$ cat config.mk
export PLATFORM = sky130hd
export DESIGN_NAME = sm_add_arbiter
export DESIGN_NICKNAME = d
export VERILOG_FILES = /design/src/rtl/sm_add_arbiter.sv
export SDC_FILE = /design/constraint.sdc
export NUM_CORES = 1
export LEC_CHECK = 0
export ABC_CLOCK_PERIOD_IN_PS = 2100
export BUFFER_PORTS_ARGS = -buffer_cell sky130_fd_sc_hd__buf_2
export CORE_UTILIZATION = 40
export DETAILED_ROUTE_END_ITERATION = 6
export PLACE_DENSITY = 0.71
export SETUP_SLACK_MARGIN = 0.5
export SYNTH_ARGS = -nofsm -noshare
export SYNTH_HDL_FRONTEND = slang
export SYNTH_SLANG_ARGS = --single-unit
$ cat constraint.sdc
create_clock -name clk -period 2.1 [get_ports clk]
set_input_delay 0.105 -clock clk [delete_from_list [all_inputs] [get_ports clk]]
set_output_delay 0.105 -clock clk [all_outputs]
set_load 0.1 [all_outputs]
$ cat src/rtl/sm_add_arbiter.sv
// sm_add_arbiter: two requesters share one registered N-bit sign-magnitude adder, round-robin granted.
// Latency: request handshake in cycle t -> rsp_valid in cycle t+2; one transaction per 3 cycles minimum.
// Backpressure: readies are low until the response handshake completes; rsp_* held stable while rsp_ready=0.
// Optional build macro SM_ADD_ARBITER_OVF_EN adds rsp_ovf (lost magnitude carry on same-sign adds).
module sm_add_arbiter #(
   parameter int N = 4
) (
   input  logic         clk,
   input  logic         rst_n,
   input  logic         req0_valid,
   output logic         req0_ready,
   input  logic [N-1:0] req0_a,
   input  logic [N-1:0] req0_b,
   input  logic         req1_valid,
   output logic         req1_ready,
   input  logic [N-1:0] req1_a,
   input  logic [N-1:0] req1_b,
   output logic         rsp_valid,
   input  logic         rsp_ready,
   output logic [N-1:0] rsp_sum,
`ifdef SM_ADD_ARBITER_OVF_EN
   output logic         rsp_ovf,
`endif
   output logic         rsp_id
);

   localparam int M = N - 1;   // magnitude width

   typedef enum logic [1:0] {
      IDLE = 2'd0,
      CALC = 2'd1,
      RESP = 2'd2
   } state_t;

   state_t         state_q, state_d;
   logic           ptr_q, ptr_d;
   logic [N-1:0]   a_q, a_d;
   logic [N-1:0]   b_q, b_d;
   logic           id_q, id_d;
   logic           rsp_valid_q, rsp_valid_d;
   logic [N-1:0]   rsp_sum_q, rsp_sum_d;
   logic           rsp_id_q, rsp_id_d;

   logic           win_vld;
   logic           win_id;
   logic [N-1:0]   sum_res;

   logic [M-1:0]   mag_a, mag_b, mag_r;
   logic           sgn_a, sgn_b, sgn_r;

`ifdef SM_ADD_ARBITER_OVF_EN
   logic           rsp_ovf_q, rsp_ovf_d;
   logic           ovf_res;
   logic [M:0]     mag_sum;
`endif

   // Winner selection: a lone requester wins outright, contention is settled by the pointer.
   always_comb begin
      win_vld = req0_valid | req1_valid;
      win_id  = (req0_valid && req1_valid) ? ptr_q : req1_valid;
   end

   // Sign-magnitude add of the captured operands; equal magnitudes with opposite signs give +0.
   always_comb begin
      mag_a   = a_q[M-1:0];
      mag_b   = b_q[M-1:0];
      sgn_a   = a_q[N-1];
      sgn_b   = b_q[N-1];
      mag_r   = '0;
      sgn_r   = 1'b0;
`ifdef SM_ADD_ARBITER_OVF_EN
      mag_sum = {1'b0, mag_a} + {1'b0, mag_b};
      ovf_res = 1'b0;
`endif
      if (sgn_a == sgn_b) begin
`ifdef SM_ADD_ARBITER_OVF_EN
         mag_r   = mag_sum[M-1:0];
         ovf_res = mag_sum[M];
`else
         mag_r   = mag_a + mag_b;
`endif
         sgn_r   = sgn_a;
      end else if (mag_a > mag_b) begin
         mag_r = mag_a - mag_b;
         sgn_r = sgn_a;
      end else if (mag_b > mag_a) begin
         mag_r = mag_b - mag_a;
         sgn_r = sgn_b;
      end else begin
         mag_r = '0;
         sgn_r = 1'b0;
      end
      sum_res = {sgn_r, mag_r};
   end

   // Next-state, grant and datapath control for the IDLE -> CALC -> RESP cycle.
   always_comb begin
      state_d     = state_q;
      ptr_d       = ptr_q;
      a_d         = a_q;
      b_d         = b_q;
      id_d        = id_q;
      rsp_valid_d = rsp_valid_q;
      rsp_sum_d   = rsp_sum_q;
      rsp_id_d    = rsp_id_q;
      req0_ready  = 1'b0;
      req1_ready  = 1'b0;
`ifdef SM_ADD_ARBITER_OVF_EN
      rsp_ovf_d   = rsp_ovf_q;
`endif
      case (state_q)
         IDLE: begin
            req0_ready = req0_valid && !win_id;
            req1_ready = req1_valid &&  win_id;
            if (win_vld) begin
               a_d     = win_id ? req1_a : req0_a;
               b_d     = win_id ? req1_b : req0_b;
               id_d    = win_id;
               state_d = CALC;
            end
         end
         CALC: begin
            rsp_sum_d   = sum_res;
            rsp_id_d    = id_q;
            rsp_valid_d = 1'b1;
`ifdef SM_ADD_ARBITER_OVF_EN
            rsp_ovf_d   = ovf_res;
`endif
            state_d     = RESP;
         end
         RESP: begin
            if (rsp_ready) begin
               rsp_valid_d = 1'b0;
               ptr_d       = ~rsp_id_q;
               state_d     = IDLE;
            end
         end
         default: begin
            state_d = IDLE;
         end
      endcase
   end

   // State and datapath registers; reset abandons any transaction in flight.
   always_ff @(posedge clk) begin
      if (!rst_n) begin
         state_q     <= IDLE;
         ptr_q       <= 1'b0;
         a_q         <= '0;
         b_q         <= '0;
         id_q        <= 1'b0;
         rsp_valid_q <= 1'b0;
         rsp_sum_q   <= '0;
         rsp_id_q    <= 1'b0;
`ifdef SM_ADD_ARBITER_OVF_EN
         rsp_ovf_q   <= 1'b0;
`endif
      end else begin
         state_q     <= state_d;
         ptr_q       <= ptr_d;
         a_q         <= a_d;
         b_q         <= b_d;
         id_q        <= id_d;
         rsp_valid_q <= rsp_valid_d;
         rsp_sum_q   <= rsp_sum_d;
         rsp_id_q    <= rsp_id_d;
`ifdef SM_ADD_ARBITER_OVF_EN
         rsp_ovf_q   <= rsp_ovf_d;
`endif
      end
   end

   assign rsp_valid = rsp_valid_q;
   assign rsp_sum   = rsp_sum_q;
   assign rsp_id    = rsp_id_q;
`ifdef SM_ADD_ARBITER_OVF_EN
   assign rsp_ovf   = rsp_ovf_q;
`endif

endmodule

==> run metrics <==
Post-Synth Adder-Cell Area=0.1318; I/O pins=29; Final Core Density=0.5473; Hold Crit Class=primary input to flip-flop; RePlAce Congestion=between 0.8 and 0.9; cts hold-fix bufs=0; Peak VDD IR=between 0.0005 and 0.0006 V; CTS HTree Levels=1; drt pass-1 iters=4; DP Cell Count=about 170; routed wire length=between 2000 and 2500 um; Ys Warns=0; fin cells=179; share of cells above drive strength 1=0.3960; slew at the pin closest to its max-slew limit=between 600 and 700 ps; xor and xnor area share after synthesis=0.01564; post-synth net total=152; post-route clock period utilization=0.7461; max-cap viol count=0; Fillers=around 230; Hold Path Cell Cnt=3; Overall Global Routing Usage=0.1711; largest net degree at the start of global routing=18; Crit Path Class=flip-flop to flip-flop; unrepaired setup endpoints after global routing=true; setup slack, reg-to-reg=530 ps; IO Port Bufs=28; Worst Setup Start Kind=flip-flop; Core Box Area=2567 um2; Worst Path Max Fanout=3; Site Rows=18; DR vias=958; Compound-Gate Fraction of Synth Area=0.1877; main combinational cell family by area after synthesis=simple AND/OR/NAND/NOR gates; Final Max Tran Viols=0; Final WS setup=533.2 ps; Worst EP arrival=1750 ps; clock sink total=18; chip height=roughly 55 um; Remaining DRCs=0; Pwr per Cell Area=around 800 nW/um2; initial drt markers=12; Initial Util=0.4362; WL per Instance=around 13 um; CTS Buffer Depth=2; Area contributors post-synth=dfxtp_1 32%, mux2i_1 8.9%, ha_1 7.8%; diode count=0; fin nets=~180; FF+latch area=370.4 um2; number of global-route vias before repair=~830; fin crit period=1567 ps; die width=approximately 55 um; Post-DRT Antenna Nets=0; area of the multi-input gates=around 770 um2; endpoint class of the critical path=flip-flop; first-pass GRT wire length=about 3700 um; Unique masters post-synth=41; TritonCTS buffer count=3; Crit path required time=~2300 ps; CTS tree=built; Clock Pin Slew Worst Setup and Hold Paths=roughly 120 ps; final setup skew=about 9.2 ps; maximum clock rate=~640 MHz; # setup viols final=0; Synth Area per Inst=about 9 um2; synthesized cell area=roughly 1100 um2; fraction of synthesized area in multiplexers=0.08939; Via-to-Cell Ratio=~5.4; initial antenna violation count=0; cell type with the largest total area after synthesis=dfxtp_1; setup TNS=0 ps; root buffer selected by CTS=clkbuf_4; Leakage=a little over 0.6 nW; Mapped Cells=between 100 and 150; worst reg2reg path depth=6; die area=3015 um2; Worst-Skew Late Latency=roughly 300 ps; hpwl dp=around 1700 um; status=completed; total global routing overflow=0; Synth top area share=0.3218; Setup WS pre-CTS=approximately 440 ps; Simple-Gate Fraction of Synth Area=0.1877; Worst slew margin=0.5846; Synth Register Bits=18; sequential share of the synthesized area=0.3218; final-report hold violation count=0; Area growth syn-to-layout=25.48%
-- worst paths after layout --
| check | endpoint | start |
|---|---|---|
| setup / recovery | rsp_sum[2] | a_q[0] |
| hold / removal | state_q[1] | rsp_ready |
| setup reg to reg | rsp_sum[2] | a_q[0] |
| hold reg to reg | rsp_id | rsp_id |
-- final cells by class --
class / instances / area share
tap: 30 / 0.02671
sequential: 18 / 0.2636
multi-input combinational: 88 / 0.5459
clock buffer: 4 / 0.02582
timing repair buffer: 30 / 0.1140
inverter: 9 / 0.02404
-- placed cells by master (no fill, tap or decap), drive strengths merged, types with 2 or more instances in the layout --
cell type  netlist  layout
clkbuf           1       6
nand3            7       7
inv              9       9
nor2b            2       2
ha               7       7
nor3             3       3
mux2i           10      10
o21ai            2       2
o211ai           2       2
dfxtp           18      18
a21oi            9       9
and3             2       2
a211oi           8       8
nor2            10      10
fa               3       3
buf              5      28
nand2            5       5
nand3b           3       3
-- worst max-delay path, stage by stage, from the launching register on --
cell and delay (ps):
dfxtp_2 360, inv_1 50, ha_2 190, fa_2 330, mux2i_1 130, a221oi_1 290, a21oi_1 100
-- power by group --
group          leakage (nW)  switching [W]  internal [W]
Combinational         0.438       0.000289      0.000171
Sequential            0.151      0.0000474      0.000379
Clock                0.0210       0.000118      0.000106
-- through the flow --
stage               instance area [um2]  hold WS, ps  power (W)
detailed placement                 1300        388.2  0.0008521
global placement                   1300        378.0  0.0008437
floorplan                          1155        276.2  0.0007744
global route                       1405        86.62   0.001169
CTS                                1344        74.84   0.001074
finish                             1405        79.33   0.001109
-- cell families (layout without fill, tap and decap cells) --
group                    count (synthesis)  count (layout)
multiplexers                            10              10
AO/OA/AOI/OAI                           28              28
XOR/XNOR                                 2               2
flip-flops                              18              18
buffers and inverters                   15              43
adder cells (fa/ha/maj)                 10              10
AND/OR/NAND/NOR                         38              38
-- sequential cells by signal, indices dropped and copies added, names as in the netlist --
| signal | cells |
|---|---|
| a_q | 4 |
| b_q | 4 |
| rsp_sum | 4 |
| state_q | 2 |
| id_q | 1 |
| ptr_q | 1 |
| rsp_id | 1 |
| rsp_valid | 1 |
-- routing by layer --
metal  track usage  up-vias  wire length (um)
li1              -      491                 -
met2        0.2490       26              1068
met4       0.05000        0                12
met3       0.04098        2                90
met1        0.2479      439              1127
met5             0        -                 0
-- cell usage after synthesis --
cell,instances
nand2_1,5
a2111oi_0,1
o211ai_1,2
buf_2,1
buf_1,1
o32ai_2,1
nor2_1,10
buf_6,1
a221oi_1,1
o21ai_0,1
nand3b_1,3
a21oi_1,8
nand3_1,6
buf_4,2
xor2_1,1
and3_1,2
ha_1,7
xnor2_1,1
o41ai_1,1
nor4_1,1
o21a_1,1
nand4_1,1
o21ai_1,1
dfxtp_1,18
fa_1,3
nor3_1,2
a211oi_1,6
and2_1,1
nand3_2,1
nor2b_1,2
mux2i_1,10
clkbuf_2,1
a211oi_2,2
or2_1,1
a31oi_1,1
a21oi_2,1
nand2b_1,1
or3b_1,1
inv_1,9
nor3_4,1
a21bo_2,1
-- timing repair --
item                                    CTS  global route
resized for setup                         4            14
endpoints found under the setup margin    3             6
endpoints found under the hold margin     0             0
pin swaps                                 1             3
buffers inserted                          0             1
Note: power is estimated with default switching activity, not from simulation.
